==> config.mk <==
export PLATFORM = sky130hd
export DESIGN_NAME = nibble_serial_adder_flat
export DESIGN_NICKNAME = d
export VERILOG_FILES = /design/src/rtl/nibble_serial_adder_pkg.sv /design/src/rtl/nibble_serial_adder_if.sv /design/src/rtl/nibble_serial_adder_fa4.sv /design/src/rtl/nibble_serial_adder.sv /design/src/flat_wrapper.sv
export SDC_FILE = /design/constraint.sdc
export NUM_CORES = 1
export LEC_CHECK = 0
export BUFFER_PORTS_ARGS = -buffer_cell sky130_fd_sc_hd__buf_2
export CORE_ASPECT_RATIO = 0.7
export CORE_MARGIN = 2
export CORE_UTILIZATION = 53
export DETAILED_ROUTE_END_ITERATION = 6
export PLACE_DENSITY = 0.83
export SYNTH_ARGS = -nofsm -noshare
export SYNTH_HDL_FRONTEND = slang
export SYNTH_SLANG_ARGS = --single-unit
==> constraint.sdc <==
create_clock -name clk -period 2.31 [get_ports clk]
set_input_delay 0.231 -clock clk [delete_from_list [all_inputs] [get_ports clk]]
set_output_delay 0.231 -clock clk [all_outputs]
set_load 0.005 [all_outputs]
==> src/rtl/nibble_serial_adder_pkg.sv <==
// Shared types for the nibble-serial adder.
// One nibble width, one FSM state type.
package nibble_adder_pkg;

  localparam int NIBBLE_W = 4;

  typedef enum logic [1:0] {
    IDLE,
    BUSY,
    DONE
  } state_t;

endpackage

==> src/rtl/nibble_serial_adder_if.sv <==
// Operand/result handshake bundle.
// master drives operands, slave returns results.
interface nibble_serial_adder_if #(
  parameter int WIDTH = 16
);

  logic             in_valid;
  logic             in_ready;
  logic [WIDTH-1:0] a;
  logic [WIDTH-1:0] b;
  logic             cin;
  logic             out_valid;
  logic             out_ready;
  logic [WIDTH-1:0] sum;
  logic             cout;

  modport master (
    output in_valid,
    output a,
    output b,
    output cin,
    output out_ready,
    input  in_ready,
    input  out_valid,
    input  sum,
    input  cout
  );

  modport slave (
    input  in_valid,
    input  a,
    input  b,
    input  cin,
    input  out_ready,
    output in_ready,
    output out_valid,
    output sum,
    output cout
  );

endinterface

==> src/rtl/nibble_serial_adder_fa4.sv <==
// 4-bit ripple-carry adder built from
// explicit xor/and/or full-adder cells.
module full_adder_4
  import nibble_adder_pkg::*;
(
  input  logic [NIBBLE_W-1:0] a,
  input  logic [NIBBLE_W-1:0] b,
  input  logic                cin,
  output logic [NIBBLE_W-1:0] s,
  output logic                cout
);

  logic [NIBBLE_W:0] c;
  logic [NIBBLE_W-1:0] p;
  logic [NIBBLE_W-1:0] g;

  assign c[0] = cin;

  for (genvar i = 0; i < NIBBLE_W; i++) begin : g_bit
    assign p[i]   = a[i] ^ b[i];
    assign g[i]   = a[i] & b[i];
    assign s[i]   = p[i] ^ c[i];
    assign c[i+1] = g[i] | (p[i] & c[i]);
  end

  assign cout = c[NIBBLE_W];

endmodule

==> src/rtl/nibble_serial_adder.sv <==
// Multi-cycle adder: one nibble per cycle,
// LSB first, through a single 4-bit adder.
module nibble_serial_adder
  import nibble_adder_pkg::*;
#(
  parameter int WIDTH = 16
) (
  input  logic                  clk,
  input  logic                  rst_n,
  nibble_serial_adder_if.slave  bus
);

  localparam int NIBBLES = WIDTH / NIBBLE_W;
  localparam int CNT_W =
    (NIBBLES > 1) ? $clog2(NIBBLES) : 1;
  localparam logic [CNT_W-1:0] LAST =
    CNT_W'(NIBBLES - 1);
  localparam int CAT_W = WIDTH + NIBBLE_W;

  if ((WIDTH % NIBBLE_W) != 0 ||
      WIDTH < NIBBLE_W) begin : g_bad_width
    $error("WIDTH must be a multiple of 4, >= 4");
  end

  state_t           state_q, state_d;
  logic [CNT_W-1:0] cnt_q, cnt_d;
  logic             carry_q, carry_d;
  logic [WIDTH-1:0] a_q, a_d;
  logic [WIDTH-1:0] b_q, b_d;
  logic [WIDTH-1:0] sum_q, sum_d;
  logic             cout_q, cout_d;
  logic             out_valid_q, out_valid_d;
  logic             in_ready_q, in_ready_d;

  logic [NIBBLE_W-1:0] add_s;
  logic                add_co;
  logic [CAT_W-1:0]    sum_cat;

  full_adder_4 u_fa4 (
    .a    (a_q[NIBBLE_W-1:0]),
    .b    (b_q[NIBBLE_W-1:0]),
    .cin  (carry_q),
    .s    (add_s),
    .cout (add_co)
  );

  // New nibble enters the sum from the top.
  assign sum_cat = {add_s, sum_q};

  // Next-state and datapath update.
  always_comb begin
    state_d     = state_q;
    cnt_d       = cnt_q;
    carry_d     = carry_q;
    a_d         = a_q;
    b_d         = b_q;
    sum_d       = sum_q;
    cout_d      = cout_q;
    out_valid_d = out_valid_q;
    in_ready_d  = in_ready_q;
    unique case (state_q)
      IDLE: begin
        if (bus.in_valid) begin
          state_d    = BUSY;
          a_d        = bus.a;
          b_d        = bus.b;
          carry_d    = bus.cin;
          cnt_d      = '0;
          in_ready_d = 1'b0;
        end
      end
      BUSY: begin
        sum_d   = sum_cat[CAT_W-1:NIBBLE_W];
        carry_d = add_co;
        a_d     = a_q >> NIBBLE_W;
        b_d     = b_q >> NIBBLE_W;
        cnt_d   = cnt_q + CNT_W'(1);
        if (cnt_q == LAST) begin
          state_d     = DONE;
          cout_d      = add_co;
          out_valid_d = 1'b1;
        end
      end
      DONE: begin
        if (bus.out_ready) begin
          state_d     = IDLE;
          out_valid_d = 1'b0;
          in_ready_d  = 1'b1;
        end
      end
      default: begin
        state_d     = IDLE;
        out_valid_d = 1'b0;
        in_ready_d  = 1'b1;
      end
    endcase
  end

  // State and output registers, sync reset.
  always_ff @(posedge clk) begin
    if (!rst_n) begin
      state_q     <= IDLE;
      cnt_q       <= '0;
      carry_q     <= 1'b0;
      a_q         <= '0;
      b_q         <= '0;
      sum_q       <= '0;
      cout_q      <= 1'b0;
      out_valid_q <= 1'b0;
      in_ready_q  <= 1'b1;
    end else begin
      state_q     <= state_d;
      cnt_q       <= cnt_d;
      carry_q     <= carry_d;
      a_q         <= a_d;
      b_q         <= b_d;
      sum_q       <= sum_d;
      cout_q      <= cout_d;
      out_valid_q <= out_valid_d;
      in_ready_q  <= in_ready_d;
    end
  end

  assign bus.in_ready  = in_ready_q;
  assign bus.out_valid = out_valid_q;
  assign bus.sum       = sum_q;
  assign bus.cout      = cout_q;

endmodule

==> src/flat_wrapper.sv <==
// flat-port wrapper written by rule: the top's interface ports become plain ports
module nibble_serial_adder_flat import nibble_adder_pkg::*;
#(
  parameter int WIDTH = 16
)
  (clk, rst_n, bus_in_valid, bus_a, bus_b, bus_cin, bus_out_ready, bus_in_ready, bus_out_valid, bus_sum, bus_cout);
  nibble_serial_adder_if #(.WIDTH(WIDTH)) bus_i ();
  input  logic clk;
  input  logic rst_n;
  input wire logic [$bits(bus_i.in_valid)-1:0] bus_in_valid;
  input wire logic [$bits(bus_i.a)-1:0] bus_a;
  input wire logic [$bits(bus_i.b)-1:0] bus_b;
  input wire logic [$bits(bus_i.cin)-1:0] bus_cin;
  input wire logic [$bits(bus_i.out_ready)-1:0] bus_out_ready;
  output wire logic [$bits(bus_i.in_ready)-1:0] bus_in_ready;
  output wire logic [$bits(bus_i.out_valid)-1:0] bus_out_valid;
  output wire logic [$bits(bus_i.sum)-1:0] bus_sum;
  output wire logic [$bits(bus_i.cout)-1:0] bus_cout;
  assign bus_i.in_valid = bus_in_valid;
  assign bus_i.a = bus_a;
  assign bus_i.b = bus_b;
  assign bus_i.cin = bus_cin;
  assign bus_i.out_ready = bus_out_ready;
  assign bus_in_ready = bus_i.in_ready;
  assign bus_out_valid = bus_i.out_valid;
  assign bus_sum = bus_i.sum;
  assign bus_cout = bus_i.cout;
  nibble_serial_adder #(.WIDTH(WIDTH)) u_core (.clk(clk), .rst_n(rst_n), .bus(bus_i));
endmodule
==> run_results.csv <==
group,metric,value,unit
clocking,number_of_buffers_created_by_cts,5,
floorplan,floorplan.die_area,0.00521,mm^2
power,total_leakage_power,1.17,nW
synthesis,cell_type_with_the_highest_aggregate_area_in_the_netlist,"sky130_fd_sc_hd__dfxtp_1",
critical_path,timing_worst_setup_path_type,"flop to flop",
floorplan,row_count,20,
clocking,cts.clk_slew.worst_paths,100,ps
sta,setup_tns,0,ps
floorplan,initial_utilization,55.9,%
synthesis,main_combinational_cell_family_by_area_after_synthesis,"compound AO/OA/AOI/OAI gates",
sta,timing.slew.headroom,51.9,%
placed_design,buffer_ports.inserted,55,
critical_path,r2r_setup_slack,150,ps
grt,grt_pass1_wl,8630,um
synthesis,synth_enable_flop_cells,0,
sta,timing.final.setup_violations,0,
synthesis,yosys_top_cell_area_share,45.6,%
placed_design,place_worst_setup_slack,132,ps
drt,finalWirelength,5370,um
critical_path,path_cells,"inv_1, fa_1, inv_1, fa_1, fa_1, inv_1, fa_1, a221oi_2, o31a_1",
clocking,worst_skew_pair.late_latency,310,ps
run,max_cap_violations,0,
grt,grt_pass1_vias,1854,
critical_path,r2r_cells,9,
critical_path,slowest_delay,420,ps
critical_path,setup.worst_path.end_class,"flop",
sta,layout_min_cycle_time,2160,ps
sta,finalClockSkew,5.91,ps
clocking,h-tree-depth,2,
floorplan,die_h,61.0,um
clocking,cts_tree,"yes",
critical_path,critical_path.startpoint_type,"flop",
sta,ratio_of_final_minimum_period_to_clock_period,93.5,%
synthesis,synth_cells,273,
synthesis,ys.flop_type,"sky130_fd_sc_hd__dfxtp_1",
sta,fmax,463,MHz
drt,vias,2067,
finish,area_growth,14.3,%
synthesis,post_synth_most_frequent_cells,"56 x sky130_fd_sc_hd__dfxtp_1, 38 x sky130_fd_sc_hd__a21oi_1, 30 x sky130_fd_sc_hd__nand2_1",
clocking,cts_post_setup_buffers_inserted,0,
drt,route.detailed.drc,0,
synthesis,post_synth_instance_area,0.00246,mm^2
drt,drt_iter0_drc,100,
placed_design,gp_routability_congestion,0.741,
synthesis,synth.yosys.seq_area_share,45.6,%
sta,worst_hold_slack,136,ps
synthesis,synth_compound_area_share,26.7,%
synthesis,synthMostInstantiatedCell,"sky130_fd_sc_hd__dfxtp_1",
power,powerDensity,710,mW/mm^2
critical_path,r2r_end,"u_core.carry_q",
sta,slew_viol_final,0,
drt,wl_per_cell,14.4,um
critical_path,cp-startpoint,"u_core.b_q[0]",
sta,timing_hold_violations_final,0,
synthesis,synth.area.mux_share,0,%
synthesis,synth_adder_area_share,3.76,%
drt,ant_nets,0,
floorplan,io_pins,56,
grt,grt_max_degree,25,
synthesis,synth_simple_gate_area_share,14.8,%
clocking,clock_sinks,56,
placed_design,place_hpwl,3680,um
run_status,status,"complete, no violations",
clocking,ctsResizeCount,0,
floorplan,core_region_area,0.00440,mm^2
drt,drtPass1Iterations,4,
grt,gr-total-overflow,0,
synthesis,synth-xor-area-share,0,%
synthesis,ys_ff_latch,56,
finish,antenna-diode-count,0,
grt,globalRouteTotalUtil,21.2,%
clocking,post_cts_hold_buffer_count,0,
floorplan,die_x,85.4,um
synthesis,avgSynthCellArea,9.02,um^2
finish,finalNetCount,360,
clocking,ctsLongestPathBuffers,2,
synthesis,dominant_cells_by_area_after_synthesis,"sky130_fd_sc_hd__dfxtp_1 46%, sky130_fd_sc_hd__a21oi_1 7.7%, sky130_fd_sc_hd__o221a_2 6.9%, sky130_fd_sc_hd__nand2_1 4.6%, sky130_fd_sc_hd__nor2b_1 3.8%",
grt,antenna_found_initial,0,
critical_path,rr_startpoint,"u_core.b_q[0]",
critical_path,cp.arrival,2420,ps
finish,post_route_cells_drive_above_1_share,28.5,%
synthesis,postSynth.asyncResetShare,0,%
synthesis,syn_nets,315,
sta,final_critical_path_setup_slack,149,ps
sta,rsz_0062_raised_after_global_routing,"no",
sta,worstMarginPinSlew,720,ps
drt,post_drt_via_cell_ratio,5.53,
critical_path,crit_path_end,"u_core.carry_q",
critical_path,critical_path.most_common_cell,"sky130_fd_sc_hd__fa_1",
clocking,ctsRootBufferMaster,"sky130_fd_sc_hd__clkbuf_8",
critical_path,critPathMaxFanout,2,
critical_path,cp_slowest_cell,"sky130_fd_sc_hd__fa_1",
synthesis,netlist-cell-type-count,34,
worst_hold_path,worstHoldPathType,"input pin to flop",
synthesis,synth_warnings,0,
critical_path,critical_path_required,2570,ps
power,peakVddDrop,361,uV
[worst max-delay path, delay by kind of cell, from the launching register on]
| kind | cells | cell delay, ps |
|---|---|---|
| adders and majority gates | 4 | 1180 |
| AOI/OAI and AO/OA | 2 | 420 |
| DFF | 1 | 340 |
| buffers and inverters | 3 | 190 |
[how the worst min path moves through the flow]
stage / start / cells after the start / endpoint / slack, ps
global placement: u_core.bus.sum[3] / 2 / u_core.bus.sum[3] / 440
global route: bus_cin / 2 / u_core.carry_q / 140
floorplan: bus_cin / 1 / u_core.carry_q / 360
CTS: bus_cin / 2 / u_core.carry_q / 130
detailed placement: u_core.bus.sum[3] / 2 / u_core.bus.sum[3] / 450
finish: bus_cin / 2 / u_core.carry_q / 140
[routing by layer]
layer,routed length (um),global-route usage (%),share of wire (%)
met1,2600,30.6,48
met2,2420,31.4,45
met3,325,6.03,6.1
met4,19,6.35,0.35
met5,0,0,0
[sequential cells by signal (all words and copies together), names as in the netlist]
register / count
u_core.bus.out_valid: 1
u_core.bus.in_ready: 1
u_core.cnt_q: 2
u_core.bus.cout: 1
u_core.carry_q: 1
u_core.bus.sum: 16
u_core.state_q: 2
u_core.a_q: 16
u_core.b_q: 16
[per-stage QoR]
stage / utilization (%) / cells / total power [mW] / instance area (um^2)
finish: 63.9 / 374 / 2.00 / 2810
detailed placement: 61.2 / 366 / 1.38 / 2700
global route: 63.9 / 374 / 2.10 / 2810
global placement: 61.2 / 366 / 1.37 / 2700
CTS: 63.7 / 374 / 2.01 / 2810
floorplan: - / 273 / 1.30 / 2460
[cell type report]
class | count | area (um^2)
fillers | 407 | 1590
flip-flops and latches | 56 | 1120
multi-input cells | 176 | 1120
repair buffers | 62 | 328
clock buffers | 5 | 68.8
well taps | 55 | 68.8
inverters | 17 | 63.8
clock inverters | 3 | 42.5
[power breakdown]
part	leakage [nW]	internal, mW	switching, mW
Sequential	0.460	1.03	0.0425
Clock	0.0541	0.321	0.317
Combinational	0.659	0.137	0.152
[cell families after synthesis]
| family | count (synthesis) |
|---|---|
| compound gates | 93 |
| simple gates | 78 |
| flops | 56 |
| buf+inv | 41 |
| fa+ha+maj | 5 |
[layout by cell type (no fill, tap or decap), drive strengths merged]
cell type	instances
buf	62
dfxtp	56
a21oi	38
nand2	30
nor2	23
inv	16
o221a	16
nor2b	15
o21ai	10
a221oi	9
o22ai	8
nand3	5
clkbuf	5
a211oi	4
fa	4
a2bb2oi	3
nand3b	3
nand2b	2
clkinv	2
o21bai	1
a311oi	1
o21a	1
a22oi	1
o31a	1
ha	1
clkinvlp	1
bufinv	1
Power figures use the tool's default switching activity.
